[src/rtl/vred_seq_ctrl_pkg.sv]
// Shared definitions for the vector reduction sequencer: FSM state encoding,
// element-width codes, operand-select codes and the opcode values used when
// exercising the reduction unit.
package vred_seq_ctrl_pkg;

    typedef enum logic [3:0] {
        ST_IDLE   = 4'd0,
        ST_FIRST  = 4'd1,
        ST_ACC    = 4'd2,
        ST_ACC_W  = 4'd3,
        ST_FOLD   = 4'd4,
        ST_FOLD_W = 4'd5,
        ST_SEED   = 4'd6,
        ST_SEED_W = 4'd7,
        ST_DONE   = 4'd8
    } state_e;

    // Which value is placed in the opB half of the unit operand
    typedef enum logic [1:0] {
        OPND_BEAT = 2'd0,
        OPND_FOLD = 2'd1,
        OPND_SEED = 2'd2
    } opnd_e;

    localparam logic [1:0] SEW_8  = 2'd0;
    localparam logic [1:0] SEW_16 = 2'd1;
    localparam logic [1:0] SEW_32 = 2'd2;

    localparam int OPSEL_ADD_BIT = 3;

    // Unit opcodes: bit3 selects add; otherwise bit0 = max, bit1 = signed
    localparam logic [8:0] OPSEL_SUM  = 9'h008;
    localparam logic [8:0] OPSEL_MINU = 9'h000;
    localparam logic [8:0] OPSEL_MAXU = 9'h001;
    localparam logic [8:0] OPSEL_MIN  = 9'h002;
    localparam logic [8:0] OPSEL_MAX  = 9'h003;

    // Number of in-register halving steps needed to bring a full beat down to lane 0
    function automatic logic [1:0] folds_for_sew(input logic [1:0] sew);
        case (sew)
            SEW_8:   return 2'd2;
            SEW_16:  return 2'd1;
            default: return 2'd0;
        endcase
    endfunction

endpackage

[src/rtl/vred_seq_ctrl_opmux.sv]
// Combinational operand former for the reduction sequencer: selects the opB
// source (incoming beat, shifted accumulator for folding, zero-extended seed)
// and masks the accumulator down to the active element width for the result.
module vred_seq_opmux
    import vred_seq_ctrl_pkg::*;
#(
    parameter int DATA_WIDTH = 32,
    parameter int SEW_WIDTH  = 2
) (
    input  logic                    en,
    input  opnd_e                   sel,
    input  logic [SEW_WIDTH-1:0]    sew,
    input  logic [1:0]              folds_left,
    input  logic [DATA_WIDTH-1:0]   acc,
    input  logic [DATA_WIDTH-1:0]   in_data,
    input  logic [DATA_WIDTH-1:0]   seed,
    output logic [2*DATA_WIDTH-1:0] vec0,
    output logic [DATA_WIDTH-1:0]   acc_masked
);

    function automatic logic [DATA_WIDTH-1:0] sew_mask(input logic [SEW_WIDTH-1:0] s);
        logic [DATA_WIDTH-1:0] m;
        m = '1;
        case (s)
            SEW_WIDTH'(SEW_8):  m = {{(DATA_WIDTH-8){1'b0}}, 8'hFF};
            SEW_WIDTH'(SEW_16): m = {{(DATA_WIDTH-16){1'b0}}, 16'hFFFF};
            default:            m = '1;
        endcase
        return m;
    endfunction

    logic [DATA_WIDTH-1:0] mask;
    logic [DATA_WIDTH-1:0] fold_opnd;
    logic [DATA_WIDTH-1:0] opnd_b;

    assign mask = sew_mask(sew);

    // First fold always halves the beat; only the second byte-wide fold uses a quarter shift
    assign fold_opnd = (sew == SEW_WIDTH'(SEW_8) && folds_left == 2'd1)
                     ? (acc >> (DATA_WIDTH / 4))
                     : (acc >> (DATA_WIDTH / 2));

    // Pick the opB operand for the current issue cycle
    always_comb begin
        opnd_b = '0;
        case (sel)
            OPND_BEAT: opnd_b = in_data;
            OPND_FOLD: opnd_b = fold_opnd;
            OPND_SEED: opnd_b = seed & mask;
            default:   opnd_b = '0;
        endcase
    end

    // Operand bus stays at zero whenever the unit is not being issued to
    assign vec0       = en ? {opnd_b, acc} : '0;
    assign acc_masked = acc & mask;

endmodule

[src/rtl/vred_seq_ctrl.sv]
// Vector reduction sequencer: accepts a reduction request, streams packed beats
// through the shared reduction unit into a lane-wise accumulator, folds the
// accumulator to a single element, merges the scalar seed and returns one result.
module vred_seq_ctrl
    import vred_seq_ctrl_pkg::*;
#(
    parameter int DATA_WIDTH  = 32,
    parameter int RESP_WIDTH  = 64,
    parameter int OPSEL_WIDTH = 9,
    parameter int SEW_WIDTH   = 2,
    parameter int CNT_WIDTH   = 6
) (
    input  logic                    clk,
    input  logic                    rst,
    input  logic                    start_valid,
    output logic                    start_ready,
    input  logic [SEW_WIDTH-1:0]    start_sew,
    input  logic [OPSEL_WIDTH-1:0]  start_opsel,
    input  logic [DATA_WIDTH-1:0]   start_seed,
    input  logic [CNT_WIDTH-1:0]    start_nbeats,
    input  logic                    in_valid,
    output logic                    in_ready,
    input  logic [DATA_WIDTH-1:0]   in_data,
    input  logic                    abort,
    output logic [2*DATA_WIDTH-1:0] red_vec0,
    output logic                    red_en,
    output logic [SEW_WIDTH-1:0]    red_sew,
    output logic [OPSEL_WIDTH-1:0]  red_opsel,
    input  logic [RESP_WIDTH-1:0]   red_out_vec,
    output logic                    out_valid,
    output logic [DATA_WIDTH-1:0]   out_data,
    input  logic                    out_ready,
    output logic                    busy
);

    state_e                  state, nxt_state;
    opnd_e                   opnd_sel;
    logic [CNT_WIDTH-1:0]    beats_left;
    logic [1:0]              folds_left;
    logic [DATA_WIDTH-1:0]   acc;
    logic [DATA_WIDTH-1:0]   seed_q;
    logic [SEW_WIDTH-1:0]    sew_q;
    logic [OPSEL_WIDTH-1:0]  opsel_q;
    logic [DATA_WIDTH-1:0]   acc_masked;
    logic [SEW_WIDTH-1:0]    sew_norm;
    logic [1:0]              folds_init;
    logic                    beat_hs;
    logic                    start_take;
    logic                    unused_resp_hi;

    assign unused_resp_hi = ^red_out_vec[RESP_WIDTH-1:DATA_WIDTH];

    // The illegal width code 3 behaves as 32-bit elements
    assign sew_norm   = (start_sew > SEW_WIDTH'(SEW_32)) ? SEW_WIDTH'(SEW_32) : start_sew;
    assign folds_init = folds_for_sew(2'(sew_norm));
    assign beat_hs    = in_valid && in_ready;
    assign start_take = (state == ST_IDLE) && start_valid && !abort;

    // State register
    always_ff @(posedge clk or negedge rst) begin
        if (!rst) state <= ST_IDLE;
        else      state <= nxt_state;
    end

    // Next-state logic; abort overrides everything and returns to IDLE
    always_comb begin
        nxt_state = state;
        case (state)
            ST_IDLE:   if (start_valid)
                           nxt_state = (start_nbeats == '0) ? ST_DONE : ST_FIRST;
            ST_FIRST:  if (beat_hs)
                           nxt_state = (beats_left > CNT_WIDTH'(1)) ? ST_ACC
                                     : (folds_left != 2'd0) ? ST_FOLD : ST_SEED;
            ST_ACC:    if (beat_hs) nxt_state = ST_ACC_W;
            ST_ACC_W:  nxt_state = (beats_left != '0) ? ST_ACC
                                 : (folds_left != 2'd0) ? ST_FOLD : ST_SEED;
            ST_FOLD:   nxt_state = ST_FOLD_W;
            ST_FOLD_W: nxt_state = (folds_left > 2'd1) ? ST_FOLD : ST_SEED;
            ST_SEED:   nxt_state = ST_SEED_W;
            ST_SEED_W: nxt_state = ST_DONE;
            ST_DONE:   if (out_ready) nxt_state = ST_IDLE;
            default:   nxt_state = ST_IDLE;
        endcase
        if (abort) nxt_state = ST_IDLE;
    end

    // Per-state handshake and unit-issue outputs
    always_comb begin
        start_ready = 1'b0;
        in_ready    = 1'b0;
        red_en      = 1'b0;
        out_valid   = 1'b0;
        busy        = 1'b1;
        opnd_sel    = OPND_BEAT;
        case (state)
            ST_IDLE:  begin start_ready = 1'b1; busy = 1'b0; end
            ST_FIRST: in_ready = 1'b1;
            ST_ACC:   begin in_ready = 1'b1; red_en = in_valid; end
            ST_FOLD:  begin red_en = 1'b1; opnd_sel = OPND_FOLD; end
            ST_SEED:  begin red_en = 1'b1; opnd_sel = OPND_SEED; end
            ST_DONE:  out_valid = 1'b1;
            default:  ;
        endcase
    end

    // Request latches, beat/fold counters and the lane-wise accumulator
    always_ff @(posedge clk or negedge rst) begin
        if (!rst) begin
            beats_left <= '0;
            folds_left <= '0;
            acc        <= '0;
            seed_q     <= '0;
            sew_q      <= '0;
            opsel_q    <= '0;
        end else begin
            case (state)
                ST_IDLE: if (start_take) begin
                    sew_q      <= sew_norm;
                    opsel_q    <= start_opsel;
                    seed_q     <= start_seed;
                    beats_left <= start_nbeats;
                    folds_left <= folds_init;
                    if (start_nbeats == '0) acc <= start_seed;
                end
                ST_FIRST: if (beat_hs) begin
                    acc        <= in_data;
                    beats_left <= beats_left - CNT_WIDTH'(1);
                end
                ST_ACC: if (beat_hs) beats_left <= beats_left - CNT_WIDTH'(1);
                ST_ACC_W:  acc <= red_out_vec[DATA_WIDTH-1:0];
                ST_FOLD_W: begin
                    acc        <= red_out_vec[DATA_WIDTH-1:0];
                    folds_left <= folds_left - 2'd1;
                end
                ST_SEED_W: acc <= red_out_vec[DATA_WIDTH-1:0];
                default:   ;
            endcase
        end
    end

    vred_seq_opmux #(
        .DATA_WIDTH (DATA_WIDTH),
        .SEW_WIDTH  (SEW_WIDTH)
    ) u_opmux (
        .en         (red_en),
        .sel        (opnd_sel),
        .sew        (sew_q),
        .folds_left (folds_left),
        .acc        (acc),
        .in_data    (in_data),
        .seed       (seed_q),
        .vec0       (red_vec0),
        .acc_masked (acc_masked)
    );

    assign red_sew   = sew_q;
    assign red_opsel = opsel_q;
    assign out_data  = out_valid ? acc_masked : '0;

endmodule

[config.mk]
export PLATFORM = sky130hd
export DESIGN_NAME = vred_seq_ctrl
export DESIGN_NICKNAME = d
export VERILOG_FILES = /design/src/rtl/vred_seq_ctrl_pkg.sv /design/src/rtl/vred_seq_ctrl_opmux.sv /design/src/rtl/vred_seq_ctrl.sv
export SDC_FILE = /design/constraint.sdc
export NUM_CORES = 1
export LEC_CHECK = 0
export CORE_MARGIN = 8
export CORE_UTILIZATION = 39
export DETAILED_ROUTE_END_ITERATION = 10
export GPL_TIMING_DRIVEN = 0
export PLACE_DENSITY = 0.77
export SKIP_LAST_GASP = 1
export SYNTH_ARGS = -nofsm -noshare
export SYNTH_HDL_FRONTEND = slang
export SYNTH_HIERARCHICAL = 1
export SYNTH_SLANG_ARGS = --single-unit
[constraint.sdc]
create_clock -name clk -period 2 [get_ports clk]
set_clock_uncertainty 0.1 [all_clocks]
set_input_delay 0.2 -clock clk [delete_from_list [all_inputs] [get_ports clk]]
set_output_delay 0.2 -clock clk [all_outputs]
set_load 0.005 [all_outputs]
==> results.yml <==
setup_path:
  crit_slowest_cell: "dfrtp_1"
  cpMostUsedCell: "buf_6"
  r2r-end: "acc[6]"
  crit_fanout: 7
  timing.rr.start: "state[0]"
  cp_slowest_stage_delay_ns: 0.41
  worstPathRequired_ns: 1.70
  cp-end-kind: "output pin"
  critPathLaunchType: "flip-flop"
  worstSetupPathType: "reg -> out"
  critPathArrivalTime_ns: 2.34
  reg2reg_slack_ns: -0.41
  reg2regPathDepth: 8
  cp_cell_sequence: "clkbuf_8 > nand2b_4 > nor3b_2 > buf_6 > buf_6 > buf_8 > o211ai_1 > a21o_1 > a31oi_1 > buf_2"
routing:
  route.detailed.drc: 0
  totalWireLength_um: 28100
  dr_total_vias: 6843
  first_iter_violations: 786
  drt-vias-per-instance: 5.83
  ant_nets: 0
  first_pass_iters: 7
  wl_per_cell_um: 23.9
clock_network:
  clock-root-buffer: "clkbuf_16"
  cts-buffers-inserted: 9
  clockBufferDepth: 2
  path_clk_slew_ns: 0.07
  cts_num_sinks: 87
  cts_tree: "built"
  h-tree-depth: 3
  worstSkewPairLatency_ns: 0.35
grt:
  grt-ovfl-total: 0
  grt_pass1_wl_um: 40700
  grt_max_degree: 58
  grtUsageTotal: 0.271
  grt_pass1_vias: 6741
  antenna_found_initial: 1
pwr:
  fin_total_pwr_mw: 13.6
  p_leak_nw: 5.08
  ir_drop_uv: 957
  powerDensity_nw_per_um2: 1260
timing:
  worst_slack_ns: -0.644
  max_clock_freq_ghz: 0.378
  finalSetupViolations: 182
  tightest_slew_ns: 0.635
  fin_crit_ns: 2.64
  slew-limit-headroom: 0.576
  fin_tns_setup_ns: -59.90
  finalCritPeriodShare: 1.32
  finalMaxSlewViolations: 0
  rsz0062_at_grt: "true"
  finalHoldViolCount: 0
yosys:
  synthArstFlopShare: 1.00
  synth-edff-count: 0
  synth_nets: 793
  syn_area_per_cell_um2: 9.28
  synth_top_flop_cell: "dfrtp_1"
  synth.yosys.seq_area_share: 0.368
  synth_area_leaders: "dfrtp_1, mux2_1, mux2i_1"
  syn_area_um2: 5920
  synth.largest_area_cell: "dfrtp_1"
  yosysWarningCount: 6
  yosys.cell_types.count: 52
  synthCells: 638
  ys_ff_latch: 87
  synth_top_area_frac: 0.368
placement:
  placed_cells: 1057
  post_dp_cell_area_um2: 8530
  numPortBuffers: 230
  place_congestion: 0.909
  dp_hpwl_um: 17800
floorplan:
  die_h_um: 139
  rows: 45
  die_x_um: 139
  core_area_um2: 15000
  io_pins: 263
  dieArea_um2: 19400
  initial_core_util: 0.394
cells_and_area:
  antennaDiodeCount: 0
  final_cell_mix: "clkdlybuf4s50_1, dfrtp_1, buf_6, buf_4"
  drive_above_1_share: 0.400
  final_area_um2: 10700
  finalNonFillerCells: 1174
  syn_to_final_growth_pct: 81.2
  final_nets: 1136
  final_common_cell: "clkdlybuf4s50_1"
worst_hold_path:
  hold_path.class: "in -> async"
run:
  drv_cap: 0
run_status:
  status: "finished with violations"
  violations: "negative setup slack"
-- where the power goes --
group          internal (mW)  switching [mW]
sequential              2.65            1.02
clock                  0.914           0.745
combinational           4.71            3.51
-- worst max path at each step --
stage | from | to | slack (ns) | depth (start not counted)
final | state[3] | red_vec0[41] | -0.64 | 10
after global routing | state[3] | red_vec0[41] | -0.70 | 10
after CTS | state[3] | red_vec0[43] | -0.59 | 10
after floorplan | state[3] | acc[16] | -0.09 | 6
after detailed placement | state[3] | red_vec0[38] | -1.43 | 7
after global placement | rst | seed_q[18] | -2.87 | 1
-- per-stage QoR --
step	util	hold slack, ns	worst slack, ns
finish	0.714	0.237	-0.644
floorplan	-	-0.196	-0.0912
detailed placement	0.567	0.0814	-1.43
global route	0.714	0.260	-0.699
CTS	0.673	0.250	-0.590
global placement	0.566	0.373	-2.87
-- final cells by class --
type / count / area (um2)
clock inverter: 2 / 15.0
multi-input combinational: 441 / 3830
fill: 1061 / 4300
tap: 188 / 235
inverter: 44 / 175
clock buffer: 14 / 264
buffer: 59 / 642
timing repair buffer: 339 / 3390
sequential: 87 / 2180
-- logic make-up (layout without fill, tap and decap cells) --
family	after synthesis	after routing	synth area share
adders and majority gates	4	4	0.00845
AOI/OAI and AO/OA	113	113	0.147
muxes	89	89	0.160
buffers and inverters	110	458	0.0847
and+or+nand+nor	234	234	0.231
DFF	87	87	0.368
xor gates and xnor gates	1	1	0.00148
-- synth_stat cells, types with 17 or more instances --
| master | number |
|---|---|
| a222oi_1 | 31 |
| and2_1 | 50 |
| nor2b_1 | 18 |
| mux2_1 | 42 |
| mux2i_1 | 46 |
| nand2b_1 | 21 |
| nor2_1 | 21 |
| clkbuf_1 | 39 |
| inv_1 | 42 |
| dfrtp_1 | 87 |
| and3_1 | 40 |
| nand3_1 | 42 |
| a21oi_1 | 21 |
| a31oi_1 | 17 |
-- registers in the layout (all words and copies together) (netlist names) --
name        cells
acc            32
beats_left      6
folds_left      2
red_opsel       9
red_sew         2
seed_q         32
state           4
-- worst max-delay path, delay by kind of cell, from the launching register on --
family,cells,cell delay [ns]
flops,1,0.41
buf+inv,5,0.76
simple gates,2,0.35
compound gates,3,0.48
-- per-layer routing --
metal	wire, um	track usage	vias up
met5	11	0	-
met4	1140	0.106	2
met3	2510	0.0763	97
met2	13600	0.453	440
met1	10900	0.323	3315
li1	-	-	2989
-- repair_timing --
action                                 in CTS  in global routing
pin swaps                                  33                 31
resized for setup                         469                240
endpoints found under the hold margin      30                  0
hold buffers                                1                  0
cloned                                     12                  4
setup endpoints to repair                 177                183
setup buffers                              61                 40
Power figures use the tool's default switching activity.
